`src/rtl/fsmc_slave.sv`:
```
// FSMC slave front end: strobe/bus resync, single-word read/write decode.
// Define FSMC_AUTOINC_EN to post-increment MEM_ADDR after each access.
module fsmc_slave #(
  parameter int DATA_W      = 16,
  parameter int ADDR_W      = 12,
  parameter int SYNC_STAGES = 2
) (
  input  logic              CLK,
  input  logic              RESET,
  input  logic              FSMC_NE,
  input  logic              FSMC_NADV,
  input  logic              FSMC_NOE,
  input  logic              FSMC_NWE,
  input  logic [DATA_W-1:0] FSMC_AD_IN,
  output logic [DATA_W-1:0] FSMC_AD_OUT,
  output logic              FSMC_AD_OE,
  output logic              MEM_READ_WRITE,
  output logic [ADDR_W-1:0] MEM_ADDR,
  output logic [DATA_W-1:0] MEM_WDATA,
  input  logic [DATA_W-1:0] MEM_RDATA,
  output logic              PROTO_ERR
);

  typedef enum logic [2:0] {
    S_IDLE,
    S_ADDR,
    S_RD_REQ,
    S_RD_LATCH,
    S_RD_DRIVE,
    S_WR_WAIT,
    S_WR_COMMIT
  } state_t;

  // strobe vector bit order: {NE, NADV, NOE, NWE}
  logic [SYNC_STAGES-1:0][3:0]        strb_q, strb_d;
  logic [3:0]                         strb_prev_q, strb_prev_d;
  logic [SYNC_STAGES-1:0][DATA_W-1:0] ad_q, ad_d;

  state_t              state_q, state_d;
  logic [ADDR_W-1:0]   addr_q, addr_d;
  logic [DATA_W-1:0]   wdata_q, wdata_d;
  logic [DATA_W-1:0]   rdout_q, rdout_d;
  logic                oe_q, oe_d;
  logic                err_q, err_d;
  logic                ne_pend_q, ne_pend_d;

  logic [3:0]        strb_s;
  logic [3:0]        rise;
  logic [3:0]        fall;
  logic [DATA_W-1:0] ad_s;
  logic              ne_s, nwe_s, noe_s;
  logic              proto;

  assign strb_s = strb_q[SYNC_STAGES-1];
  assign ad_s   = ad_q[SYNC_STAGES-1];
  assign rise   = strb_s & ~strb_prev_q;
  assign fall   = ~strb_s & strb_prev_q;
  assign ne_s   = strb_s[3];
  assign noe_s  = strb_s[1];
  assign nwe_s  = strb_s[0];
  assign proto  = ~noe_s & ~nwe_s;

  // shift strobes and AD bus through equal-depth sync pipelines
  always_comb begin
    strb_d = {strb_q[SYNC_STAGES-2:0],
              {FSMC_NE, FSMC_NADV, FSMC_NOE, FSMC_NWE}};
    ad_d = {ad_q[SYNC_STAGES-2:0], FSMC_AD_IN};
    strb_prev_d = strb_s;
  end

  // sync and edge-detect registers, idle-high after reset
  always_ff @(posedge CLK or posedge RESET) begin
    if (RESET) begin
      strb_q      <= '1;
      ad_q        <= '1;
      strb_prev_q <= '1;
    end else begin
      strb_q      <= strb_d;
      ad_q        <= ad_d;
      strb_prev_q <= strb_prev_d;
    end
  end

  // bus-cycle decoder: next state and datapath updates
  always_comb begin
    state_d   = state_q;
    addr_d    = addr_q;
    wdata_d   = wdata_q;
    rdout_d   = rdout_q;
    oe_d      = oe_q;
    err_d     = err_q;
    ne_pend_d = ne_pend_q;
    unique case (state_q)
      S_IDLE: begin
        ne_pend_d = 1'b0;
        if (rise[2] && !ne_s) begin
          addr_d  = ad_s[ADDR_W-1:0];
          state_d = S_ADDR;
        end
      end
      S_ADDR: begin
        if (rise[3]) begin
          state_d = S_IDLE;
        end else if (proto) begin
          err_d = 1'b1;
        end else if (rise[2] && !ne_s) begin
          addr_d = ad_s[ADDR_W-1:0];
        end else if (fall[1]) begin
          state_d = S_RD_REQ;
        end else if (fall[0]) begin
          wdata_d = ad_s;
          state_d = S_WR_WAIT;
        end
      end
      S_RD_REQ: begin
        if (rise[3]) begin
          state_d = S_IDLE;
        end else if (proto) begin
          err_d   = 1'b1;
          state_d = S_ADDR;
        end else begin
          state_d = S_RD_LATCH;
        end
      end
      S_RD_LATCH: begin
        if (rise[3]) begin
          state_d = S_IDLE;
        end else if (proto) begin
          err_d   = 1'b1;
          state_d = S_ADDR;
        end else begin
          rdout_d = MEM_RDATA;
          oe_d    = 1'b1;
          state_d = S_RD_DRIVE;
        end
      end
      S_RD_DRIVE: begin
        if (rise[3]) begin
          oe_d    = 1'b0;
          state_d = S_IDLE;
        end else if (proto) begin
          err_d   = 1'b1;
          oe_d    = 1'b0;
          state_d = S_ADDR;
        end else if (rise[1]) begin
          oe_d    = 1'b0;
          state_d = S_ADDR;
`ifdef FSMC_AUTOINC_EN
          addr_d  = addr_q + ADDR_W'(1);
`endif
        end
      end
      S_WR_WAIT: begin
        if (rise[0]) begin
          ne_pend_d = rise[3];
          state_d   = S_WR_COMMIT;
        end else if (rise[3]) begin
          state_d = S_IDLE;
        end else if (proto) begin
          err_d   = 1'b1;
          state_d = S_ADDR;
        end else if (!nwe_s) begin
          wdata_d = ad_s;
        end
      end
      S_WR_COMMIT: begin
        ne_pend_d = 1'b0;
        state_d   = (ne_pend_q || rise[3]) ? S_IDLE : S_ADDR;
`ifdef FSMC_AUTOINC_EN
        addr_d    = addr_q + ADDR_W'(1);
`endif
      end
      default: begin
        oe_d    = 1'b0;
        state_d = S_IDLE;
      end
    endcase
  end

  // decoder state and output registers
  always_ff @(posedge CLK or posedge RESET) begin
    if (RESET) begin
      state_q   <= S_IDLE;
      addr_q    <= '0;
      wdata_q   <= '0;
      rdout_q   <= '0;
      oe_q      <= 1'b0;
      err_q     <= 1'b0;
      ne_pend_q <= 1'b0;
    end else begin
      state_q   <= state_d;
      addr_q    <= addr_d;
      wdata_q   <= wdata_d;
      rdout_q   <= rdout_d;
      oe_q      <= oe_d;
      err_q     <= err_d;
      ne_pend_q <= ne_pend_d;
    end
  end

  assign FSMC_AD_OUT    = rdout_q;
  assign FSMC_AD_OE     = oe_q;
  assign MEM_READ_WRITE = (state_q != S_WR_COMMIT);
  assign MEM_ADDR       = addr_q;
  assign MEM_WDATA      = wdata_q;
  assign PROTO_ERR      = err_q;

endmodule

```
`config.mk`:
```
export PLATFORM = sky130hd
export DESIGN_NAME = fsmc_slave
export DESIGN_NICKNAME = d
export VERILOG_FILES = /design/src/rtl/fsmc_slave.sv
export SDC_FILE = /design/constraint.sdc
export NUM_CORES = 1
export LEC_CHECK = 0
export CORE_UTILIZATION = 52
export DETAILED_ROUTE_END_ITERATION = 6
export PLACE_DENSITY = 0.84
export SLEW_MARGIN = 20
export SYNTH_ARGS = -nofsm -noshare
export SYNTH_HDL_FRONTEND = slang
export SYNTH_SLANG_ARGS = --single-unit
export TNS_END_PERCENT = 30
```
`constraint.sdc`:
```
create_clock -name CLK -period 4.3 [get_ports CLK]
set_input_delay 0.43 -clock CLK [delete_from_list [all_inputs] [get_ports CLK]]
set_output_delay 0.43 -clock CLK [all_outputs]
set_load 0.01 [all_outputs]
```
==> flow_metrics.tcl <==
set metrics [dict create \
    drt_wl_total_mm 6.17 \
    syn_to_final_growth_pct 32.1 \
    crit_fanout 16 \
    cts_buffer_depth 2 \
    syn_area_um2 3450 \
    ys_seq_area_frac 0.697 \
    synth-edff-count 0 \
    portBuffers 84 \
    grt_first_pass_wirelength_mm 10.4 \
    postSynthAreaPerCell_um2 16.4 \
    finalNonFillerCells 380 \
    clk_latency_ns 0.36 \
    synth_ff_type "dfrtp_1" \
    layout_common_cells "clkdlybuf4s50_1, dfrtp_1, dfstp_2" \
    die_h_um 83.5 \
    dr.pass1.iters 4 \
    syn-num-nets 248 \
    drt_iter0_markers 107 \
    grt_antenna_before_repair 0 \
    drive_gt1_frac 0.370 \
    antenna_cells 0 \
    clock.fmax_ghz 0.425 \
    cts.repair.resized 0 \
    cts_htree_levels 3 \
    status "complete, no violations" \
    row_count 29 \
    die-area_um2 6970 \
    crit_family "simple AND/OR/NAND/NOR gates" \
    cp-end-kind "flip-flop" \
    synthTopCellsByArea "dfrtp_1, dfstp_2, mux2_4, mux2_2, o21ai_0" \
    multi_input_area_um2 977 \
    power.leakage_uw 0.00190 \
    pin_count 85 \
    ir_worst_vdd_v 0.000422 \
    synth_warnings 0 \
    layout_min_cycle_time_ns 2.35 \
    post_drt_via_cell_ratio 5.20 \
    slowest_delay_ns 0.85 \
    drtAntennaViolNets 0 \
    drc 0 \
    skew_ns 0.0104 \
    cap_violations 0 \
    clockRootBuffer "clkbuf_8" \
    seq_area_um2 2410 \
    rsz0062_at_grt "no" \
    cp_data_required_time_ns 4.54 \
    die_w_um 83.5 \
    synthArstFlopShare 1.00 \
    synth.top_cell.area_share 0.362 \
    tightest_slew_ns 1.07 \
    fin_ws_ns 1.95 \
    dp.cells 364 \
    nets 336 \
    post-cts-setup-buffer-count 0 \
    start_util 0.541 \
    setup_viol 0 \
    holdCritPathClass "reg2reg" \
    grt_pass1_vias 2076 \
    grt_overflow 0 \
    post-route-period-util 0.547 \
    clkTransAtPathRegs_ns 0.10 \
    tns_ns 0 \
    p_per_area_nw_per_um2 644 \
    yosys.area.top_type "dfrtp_1" \
    arrival_ns 2.59 \
    hold_viol_final 0 \
    syn-instance-count 210 \
    post-dp-hpwl_mm 4.09 \
    drv_slew 0 \
    dp_worst_setup_slack_ns 1.99 \
    worst-path-buf-inv 0 \
    worstSetupStartpointType "flip-flop" \
    worstSetupPathType "reg2reg" \
    critical_path.cell_chain "nand2b_1 -> a31oi_2 -> nor2_2 -> mux2_2" \
    cts_sinks 94 \
    mostFrequentLayoutCell "clkdlybuf4s50_1" \
    track_usage 0.195 \
    slowest_stage "nor2_2" \
    gp_congestion 0.867 \
    num_vias 1976 \
    ys_ff_latch 94 \
    cts_tree "done" \
    synth_cell_types 37 \
    grt_max_degree 57 \
    core_um2 6390 \
    wl_per_cell_um 16.2 \
    numCtsBuffers 9 \
    hold_buffers 0 \
    relSlewSlack 0.283 \
    fillers 393 \
]
## power by group
group | total, µW | switching [µW] | internal [µW]
sequential | 1310 | 173 | 1140
clock | 643 | 309 | 334
combinational | 982 | 345 | 637
total | 2940 | 828 | 2110
## synthesized netlist by cell type, drive strengths merged (2+ instances only)
master  count
mux2       44
nand3       4
nor3b       3
dfrtp      50
nor2b       5
a21oi       6
nor2        7
nand2b      4
nand2       3
clkbuf      4
buf         5
a31oi       5
nor4        2
o21ai       7
nor3        2
o21a        2
mux2i       2
dfstp      44
## logic make-up after synthesis
group,Yosys count,share of synthesized area
flip-flops,94,0.697
AND/OR/NAND/NOR,34,0.0634
buffers and inverters,10,0.0199
multiplexers,46,0.171
AO/OA/AOI/OAI,26,0.0486
## registers in the layout, summed over array words and instances (netlist names)
| name | flops |
|---|---|
| PROTO_ERR | 1 |
| state_q | 3 |
| MEM_ADDR | 12 |
| strb_prev_q | 4 |
| MEM_WDATA | 16 |
| strb_d | 4 |
| FSMC_AD_OE | 1 |
| ad_s | 16 |
| ad_d | 16 |
| ne_pend_q | 1 |
| strb_prev_d | 4 |
| FSMC_AD_OUT | 16 |
## metrics by stage
step / power [µW] / hold WS, ns / cell area (µm²) / utilization
2_1_floorplan: 1770 / 0.345 / 3450 / -
3_3_place_gp: 2270 / 0.345 / 4340 / 0.680
3_5_place_dp: 2310 / 0.347 / 4340 / 0.680
4_1_cts: 2960 / 0.358 / 4560 / 0.715
5_1_grt: 3080 / 0.362 / 4560 / 0.715
6_report: 2940 / 0.354 / 4560 / 0.715
## worst reg2reg max path: stages, from the launching register on
cell and delay (ns):
dfstp_2 0.62, nand2b_1 0.21, a31oi_2 0.11, nor2_2 0.85
mux2_2 0.44
## final timing paths
path | startpoint | end | slack, ns | cells after the start
setup / recovery | strb_prev_d[1] | MEM_WDATA[0] | 1.95 | 4
hold / removal | ad_d[22] | ad_s[6] | 0.35 | 0
setup reg to reg | strb_prev_d[1] | MEM_WDATA[0] | 1.95 | 4
hold reg to reg | ad_d[22] | ad_s[6] | 0.35 | 0
max in group asynchronous | RESET | ad_s[13] | 2.73 | 3
min in group asynchronous | RESET | MEM_WDATA[6] | 0.56 | 2
## metal layers
layer,global-route usage,share of wire
met3,0.0504,0.059
met1,0.263,0.43
met5,0,0
met2,0.295,0.49
met4,0.0986,0.024
## final cells by class
class                      instances  share of cell area
inverter                           1             0.00110
multi-input combinational        106               0.214
timing repair buffer              86               0.188
clock buffer                      10              0.0280
sequential                        94               0.528
clock inverter                     6              0.0206
tap                               77              0.0211
Note: power is estimated with default switching activity, not from simulation.
==> edit: new RTL, same settings <==
Add a define of `FSMC_AUTOINC_EN`.
--- a/src/rtl/fsmc_slave.sv
+++ b/src/rtl/fsmc_slave.sv
@@ -1,4 +1,6 @@
 // FSMC slave front end: strobe/bus resync, single-word read/write decode.
 // Define FSMC_AUTOINC_EN to post-increment MEM_ADDR after each access.
+`define FSMC_AUTOINC_EN
+
 module fsmc_slave #(
   parameter int DATA_W      = 16,
Function: changed (a bounded check fails within 10 cycles, from zero or initial values and one cycle with RESET high).
==> edit against the unedited design <==
Highest routed layer unchanged. Sequential cell count unchanged. Critical path type unchanged. Worst setup slack got worse by 0.0048 ns. Final area is 4.9% higher. Total power rose by 6.1%. Area after synthesis up 5.8%. Routed wire length is 14% higher. Non-clock buffer count unchanged.
==> edit: results (changes against the unedited design) <==
outcome finished clean (unchanged); Syn. warnings 0 (unchanged); worst stage delay on the critical path 0.87 ns (was 0.85 ns); HP Start ad_d[31] (was ad_d[22]); CP arrival 2.59 ns (about the same); largest net degree at the start of global routing 67 (was 57); Clock Skews 0.01275 ns (was 0.01041 ns); CTS root buf clkbuf_8 (unchanged); P_sw 0.9715 mW (was 0.8278 mW); Worst-Skew Late Latency 0.36 ns (about the same); Initial DRT Pass Iterations 4 (unchanged); post-DP HPWL 4.866 mm (was 4.093 mm); top cells by area, synth dfrtp_1 (34%), dfstp_2 (32%), mux2_2 (7.4%) (was dfrtp_1 (36%), dfstp_2 (33%), mux2_4 (8.7%)); Port Buffers 84 (unchanged); RePlAce Congestion 0.8012 (was 0.8670); Distinct cells, synth 47 (was 37); Synth Net Count 309 (was 248); Max clock buf depth 2 (unchanged); Critical-path top delay cell nor3_4 (was nor2_2); VDD IR max 0.3600 mV (was 0.4217 mV); CP max FO 18 (was 16); Vias/cell 5.357 (was 5.200); synth cell count leaders dfrtp_1 (50), dfstp_2 (44), mux2_2 (24), nand2_1 (24), a21oi_1 (19) (was dfrtp_1 (50), dfstp_2 (44), mux2_2 (24)); first-pass GRT wire length 11.92 mm (was 10.42 mm); Num CTS Buffers 9 (unchanged); HP Class reg -> reg (unchanged); number of global-route vias before repair 2443 (was 2076); Slew Limit Fails 0 (unchanged); Worst Setup SP state_q[0] (was strb_prev_d[1]); leakage 1.928 nW (was 1.903 nW); ratio of cells with drive above 1 in the final layout 28.33% (was 36.96%); Slew headroom 34.40% (was 28.35%); register area share after synthesis 65.91% (was 69.71%); DR iter-0 viols 126 (was 107); fill count 464 (was 393); gr usage total 21.56% (was 19.49%); routed len/inst 15.47 um (was 16.24 um); Nets 394 (was 336)
edit: cell count changes after synthesis, moves of 4 or more:
cell | before | now
mux2_4 | 20 | 10
nor2_1 | 6 | 12
nand2_1 | 3 | 24
o211ai_1 | 0 | 4
a21oi_1 | 6 | 19
o22ai_1 | 0 | 6
edit: final cells by class:
type	count	share of cell area, %
flip-flops and latches	94	50.29
multi-input cells	160	24.33
repair buffers	86	17.88
clock buffers	10	2.666
well taps	96	2.509
clock inverters	6	1.960
inverters	4	0.3659
edit: logic make-up after synthesis:
| logic type | count (synthesis) | synth area share [%] |
|---|---|---|
| simple gates | 62 | 8.634 |
| buf+inv | 16 | 2.192 |
| fa+ha+maj | 1 | 0.3425 |
| flops | 94 | 65.91 |
| compound gates | 62 | 11.13 |
| mux | 35 | 11.78 |
edit: routing by layer:
| metal | vias up | wire, um | GRT usage [%] |
|---|---|---|---|
| met1 | 1199 | 2967 | 28.92 |
| met5 | - | 0 | 0 |
| met3 | 16 | 593 | 7.218 |
| li1 | 1129 | - | - |
| met2 | 99 | 3325 | 31.78 |
| met4 | 0 | 170 | 10.61 |
edit: per-stage QoR:
step | setup slack (ns) | std cells | utilization [%] | power (mW) | cell area, um^2
2_1_floorplan | 1.494 | 270 | - | 1.899 | 3652
3_3_place_gp | 2.027 | 440 | 67.18 | 2.438 | 4564
3_5_place_dp | 1.974 | 440 | 67.18 | 2.480 | 4564
4_1_cts | 1.933 | 456 | 70.44 | 3.137 | 4786
5_1_grt | 1.749 | 456 | 70.46 | 3.299 | 4787
6_report | 1.944 | 456 | 70.46 | 3.118 | 4787
edit: path summary, 6_finish.rpt:
path | to | slack, ns | cells after the start
setup / recovery | MEM_WDATA[14] | 1.94 | 3
hold / removal | ad_s[15] | 0.35 | 0
setup reg to reg | MEM_WDATA[14] | 1.94 | 3
hold reg to reg | ad_s[15] | 0.35 | 0
max in group asynchronous | ad_d[19] | 2.83 | 3
min in group asynchronous | FSMC_AD_OUT[6] | 0.55 | 2
edit: power groups by stage:
| stage | clock network [mW] | registers, mW | logic [mW] |
|---|---|---|---|
| 3_3_place_gp | 0 | 1.36 | 1.08 |
| 6_report | 0.650 | 1.36 | 1.10 |
| 2_1_floorplan | 0 | 1.41 | 0.491 |
| 3_5_place_dp | 0 | 1.37 | 1.11 |
| 4_1_cts | 0.660 | 1.36 | 1.11 |
| 5_1_grt | 0.697 | 1.40 | 1.20 |
edit: critical path, delay by kind of cell, from the launching register on:
family	cells	cell delay [ns]
mux	1	0.42
simple gates	2	1.14
flops	1	0.68
